File: config.mk
export PLATFORM = sky130hd
export DESIGN_NAME = countdown
export DESIGN_NICKNAME = d
export VERILOG_FILES = /design/src/rtl/countdown_pkg.sv /design/src/rtl/countdown.sv
export SDC_FILE = /design/constraint.sdc
export NUM_CORES = 1
export LEC_CHECK = 0
export CAP_MARGIN = 20
export CORE_ASPECT_RATIO = 1.4
export CORE_UTILIZATION = 40
export CTS_CLUSTER_SIZE = 20
export DETAILED_ROUTE_END_ITERATION = 8
export HOLD_SLACK_MARGIN = 0.1
export RECOVER_POWER = 50
export SLEW_MARGIN = 5
export SYNTH_ARGS = -nofsm -noshare
export SYNTH_HDL_FRONTEND = slang
export SYNTH_SLANG_ARGS = --single-unit
File: constraint.sdc
create_clock -name clk -period 3 [get_ports clk]
set_input_delay 0.3 -clock clk [delete_from_list [all_inputs] [get_ports clk]]
set_output_delay 0.3 -clock clk [all_outputs]
set_load 0.02 [all_outputs]
File: src/rtl/countdown_pkg.sv
// Shared types and default sizes for the countdown timer and its bench.
package countdown_pkg;

  typedef enum logic [1:0] {
    IDLE = 2'd0,
    RUN  = 2'd1,
    HOLD = 2'd2
  } countdown_state_t;

  localparam int unsigned CD_WIDTH     = 8;
  localparam int unsigned CD_EXP_WIDTH = 8;

endpackage

File: src/rtl/countdown.sv
// Loadable down-counter with one-shot/periodic expiry pulse and a saturating
// expiry tally. Load over valid/ready in IDLE; pause freezes, abort cancels.
module countdown
  import countdown_pkg::*;
#(
  parameter int unsigned WIDTH     = CD_WIDTH,
  parameter int unsigned EXP_WIDTH = CD_EXP_WIDTH
) (
  input  logic                 clk,
  input  logic                 rst_n,
  input  logic                 load_valid,
  output logic                 load_ready,
  input  logic [WIDTH-1:0]     load_value,
  input  logic                 auto_reload,
  input  logic                 pause,
  input  logic                 abort,
  output logic [WIDTH-1:0]     count,
  output logic                 busy,
  output logic                 expired,
  output logic [EXP_WIDTH-1:0] expire_total
);

  countdown_state_t state, state_next;
  logic [WIDTH-1:0] count_next;
  logic [WIDTH-1:0] reload_reg, reload_next;
  logic             mode_reg, mode_next;
  logic             fire;

  always_ff @(posedge clk or negedge rst_n) begin
    if (!rst_n) begin
      state        <= IDLE;
      count        <= '0;
      reload_reg   <= '0;
      mode_reg     <= 1'b0;
      expired      <= 1'b0;
      expire_total <= '0;
    end else begin
      state      <= state_next;
      count      <= count_next;
      reload_reg <= reload_next;
      mode_reg   <= mode_next;
      expired    <= fire;
      if (fire && (expire_total != '1)) begin
        expire_total <= expire_total + EXP_WIDTH'(1);
      end
    end
  end

  // Priority inside the active states: abort, then pause, then decrement/expire.
  always_comb begin
    state_next  = state;
    count_next  = count;
    reload_next = reload_reg;
    mode_next   = mode_reg;
    fire        = 1'b0;
    unique case (state)
      IDLE: begin
        if (load_valid) begin
          count_next  = load_value;
          reload_next = load_value;
          mode_next   = auto_reload;
          if (load_value == '0) begin
            fire = 1'b1;
          end else begin
            state_next = RUN;
          end
        end
      end
      RUN: begin
        if (abort) begin
          state_next = IDLE;
          count_next = '0;
        end else if (pause) begin
          state_next = HOLD;
        end else if (count > WIDTH'(1)) begin
          count_next = count - WIDTH'(1);
        end else begin
          fire = 1'b1;
          if (mode_reg) begin
            count_next = reload_reg;
          end else begin
            count_next = '0;
            state_next = IDLE;
          end
        end
      end
      HOLD: begin
        if (abort) begin
          state_next = IDLE;
          count_next = '0;
        end else if (!pause) begin
          state_next = RUN;
        end
      end
      default: begin
        state_next = IDLE;
        count_next = '0;
      end
    endcase
  end

  assign load_ready = (state == IDLE);
  assign busy       = (state != IDLE);

endmodule

==> metrics.csv <==
stage,metric,value,unit
setup_path,Worst Path Arrival,2.05,ns
floorplanning,effective utilization at floorplan,0.4266,
hold_path,startpoint of the lowest-slack hold path,reload_reg[1],
floorplanning,standard-cell rows,27,
logic_synthesis,cell area after synthesis,1700,um^2
logic_synthesis,cell with the most instances after synthesis,dfrtp_1,
setup_path,endpoint type of the worst setup path,output pin,
drt,sum of routed wire length over all layers,4.125,mm
logic_synthesis,number of synthesis warnings,0,
global_routing,number of antenna violations at the first check in global routing,0,
clock_network,buffers inserted during post-CTS setup optimization,0,
sta,final worst hold slack,0.5148,ns
logic_synthesis,"Net Count, Synth",186,
drt,number of DRC violations after detailed-routing iteration 0,75,
logic_synthesis,post-synthesis cell type with the largest combined area,dfrtp_1,
floorplanning,placeable core area,3986,um^2
drt,post-detailed-route via-to-cell ratio,5.988,
placement,final estimated routing congestion in global placement,0.8427,
drt,WL per Instance,17.05,um
clock_network,cts bufs inserted,3,
logic_synthesis,number of synthesized flops with an enable pin,0,
logic_synthesis,top cells by instance count after synthesis,"28 x dfrtp_1, 21 x nand2_1, 12 x mux2_2, 12 x nor2_1, 8 x a31oi_1",
sta,summed negative setup slack over all endpoints,0,ns
sta,Relative slew margins,-0.06382,
setup_path,worst reg-to-reg setup slack,0.74,ns
sta,fraction of the cycle the final worst path needs,0.7819,
clock_network,number of buffers inserted for hold repair after clock tree synthesis,0,
layout,Fill cells,376,
clock_network,post-cts resize count,0,
drt,via count,1449,
layout,Post-layout nets,217,
clock_network,clock latency of the later-clocked register in the worst-skew pair,0.28,ns
sta,post-layout min period,2.346,ns
drt,first-pass iteration count of the detailed router,6,
setup_path,Worst R2R Start,state[1],
sta,Final Setup Violations,0,
global_routing,vias in the first global route,1490,
sta,transition time at the pin with the least slew margin,1.596,ns
logic_synthesis,area fraction in compound gates after synthesis,0.1898,
layout,number of inserted diodes,0,
setup_path,WP data required,2.70,ns
layout,fraction of final layout cells with drive strength greater than 1,0.1608,
logic_synthesis,number of distinct library cells after synthesis,51,
power,Leak Pwr,0.8757,nW
floorplanning,horizontal die dimension,57.11,um
logic_synthesis,share of the synthesized netlist area taken by xor and xnor gates,0.03091,
logic_synthesis,"FF+latch count, synth",28,
sta,worst clock skew on the final layout,0.003293,ns
floorplanning,floorplan die height,79.15,um
floorplanning,io pins,33,
setup_path,first element of the critical path,state[1],
global_routing,GRT overflow,0,
sta,Final Hold Viols,0,
clock_network,Num Clock Sinks,28,
logic_synthesis,share of the yosys chip area belonging to registers,0.4121,
global_routing,GR Util All Layers,0.1966,
sta,unrepaired setup endpoints after global routing,no,
clock_network,CTS Buffer Depth,2,
logic_synthesis,Adder-Cell Fraction of Synth Area,0.02208,
sta,highest clock frequency the design can meet,426.3,MHz
power,overall power after layout,1.437,mW
logic_synthesis,Synth async-reset ratio,1.000,
layout,final cell count without fillers,242,
logic_synthesis,multiplexer share of the synthesized area,0.08609,
power,power density over the cells,684.7,nW/um^2
sta,fin. max-slew vios,29,
global_routing,first-pass GRT wire length,6.886,mm
run,max-capacitance violation count,1,
setup_path,kind of launch point of the worst setup path,flip-flop,
status,run status,finished with violations,
logic_synthesis,Simple-Gate Fraction of Synth Area,0.2208,
placement,post-detailed-placement half-perimeter wirelength,3.176,mm
hold_path,Hold Path Class,reg -> reg,
logic_synthesis,cell count after synthesis,169,
logic_synthesis,main area contributors after synthesis,"dfrtp_1 41%, mux2_2 7.9%, nand2_1 4.6%",
power,worst supply voltage drop on vdd,378.1,uV
logic_synthesis,dominant register cell in the synthesized netlist,dfrtp_1,
floorplanning,die area,4520,um^2
logic_synthesis,combinational family with the most area after synthesis,simple AND/OR/NAND/NOR gates,
setup_path,worst setup path class,reg -> out,
logic_synthesis,portion of synthesized cell area occupied by the leading cell type,0.4121,
clock_network,CTS root buf,clkbuf_8,
placement,placed instance count,238,
status,violations in the final reports,"DRC, capacitance limit, slew limit",
clock_network,TritonCTS clock tree,done,
global_routing,maximum number of pins on one net before global-route repair,29,
clock_network,clock transition time at the flip-flop clock pins of the worst setup and hold paths,0.10,ns
placement,Port Buf Inserts,32,
setup_path,largest fanout of any net on the critical path,12,
clock_network,CTS H-tree depth,1,
logic_synthesis,syn_area_per_cell,10.06,um^2
drt,# DRC,10,
drt,DRT antenna net count,0,
layout,layout-stage area growth over the synthesis result,23.40,%
==> report_power, final <==
group	total, mW	leakage [nW]	internal (mW)	switching (mW)
clock network	0.237	0.0288	0.118	0.120
registers	0.597	0.353	0.463	0.134
logic	0.602	0.494	0.283	0.319
==> path summary, 6_finish.rpt <==
path                              endpoint  cells past startpoint
setup reg to reg           expire_total[7]                      5
hold reg to reg              reload_reg[1]                      1
setup / recovery                load_ready                      3
min in group asynchronous         count[2]                      2
max in group asynchronous    reload_reg[1]                      2
hold / removal               reload_reg[1]                      1
==> routing by layer <==
metal	up-vias	share of wire	GRT usage
met1	694	0.38	0.2118
met2	53	0.53	0.3588
met4	0	0.034	0.1024
met5	-	0	0
met3	12	0.052	0.03583
li1	690	-	-
==> area by class of cell <==
type	count	area, um^2	share of cell area
repair buffers	35	335.3	0.1598
well taps	43	53.80	0.02564
multi-input cells	127	934.6	0.4454
flip-flops and latches	28	700.7	0.3339
clock buffers	4	55.05	0.02624
inverters	5	18.77	0.008945
==> layout by cell type, fill, tap and decap left out, types with 2 or more instances in the layout <==
cell,count
nor2_1,12
or4_4,2
nor4_1,4
xnor2_1,2
nor3_1,2
o21ai_0,5
a21oi_1,4
nand4_1,3
mux2_2,12
or2_2,2
xor2_1,4
inv_1,5
a211oi_1,4
nor3b_1,2
nand3_1,5
a41oi_1,2
a2bb2oi_1,2
o2bb2ai_1,2
ha_1,3
clkbuf_1,2
nand2_1,21
or3b_2,2
a31oi_1,8
nand2b_1,2
clkdlybuf4s50_1,29
dlygate4sd3_1,3
dfrtp_1,28
clkbuf_8,4
==> critical path, cell delays in order (launching register included) <==
cell and delay, ns:
dfrtp_1 0.49, nor2_1 0.12, clkbuf_1 0.44, clkdlybuf4s50_1 0.71
==> logic make-up after synthesis <==
| family | after synthesis |
|---|---|
| AO/OA/AOI/OAI | 41 |
| XOR/XNOR | 6 |
| adder cells (fa/ha/maj) | 3 |
| buffers and inverters | 14 |
| flip-flops | 28 |
| multiplexers | 13 |
| AND/OR/NAND/NOR | 64 |
==> per-stage QoR <==
step                      worst slack (ns)  area [um^2]  utilization
after global placement              0.6803         2051       0.5144
after CTS                           0.9198         2106       0.5282
after global routing                0.5447         2098       0.5264
after detailed placement            0.6546         2051       0.5144
final                               0.6544         2098       0.5264
after floorplan                     0.8771         1700            -
Note: power is estimated with default switching activity, not from simulation.
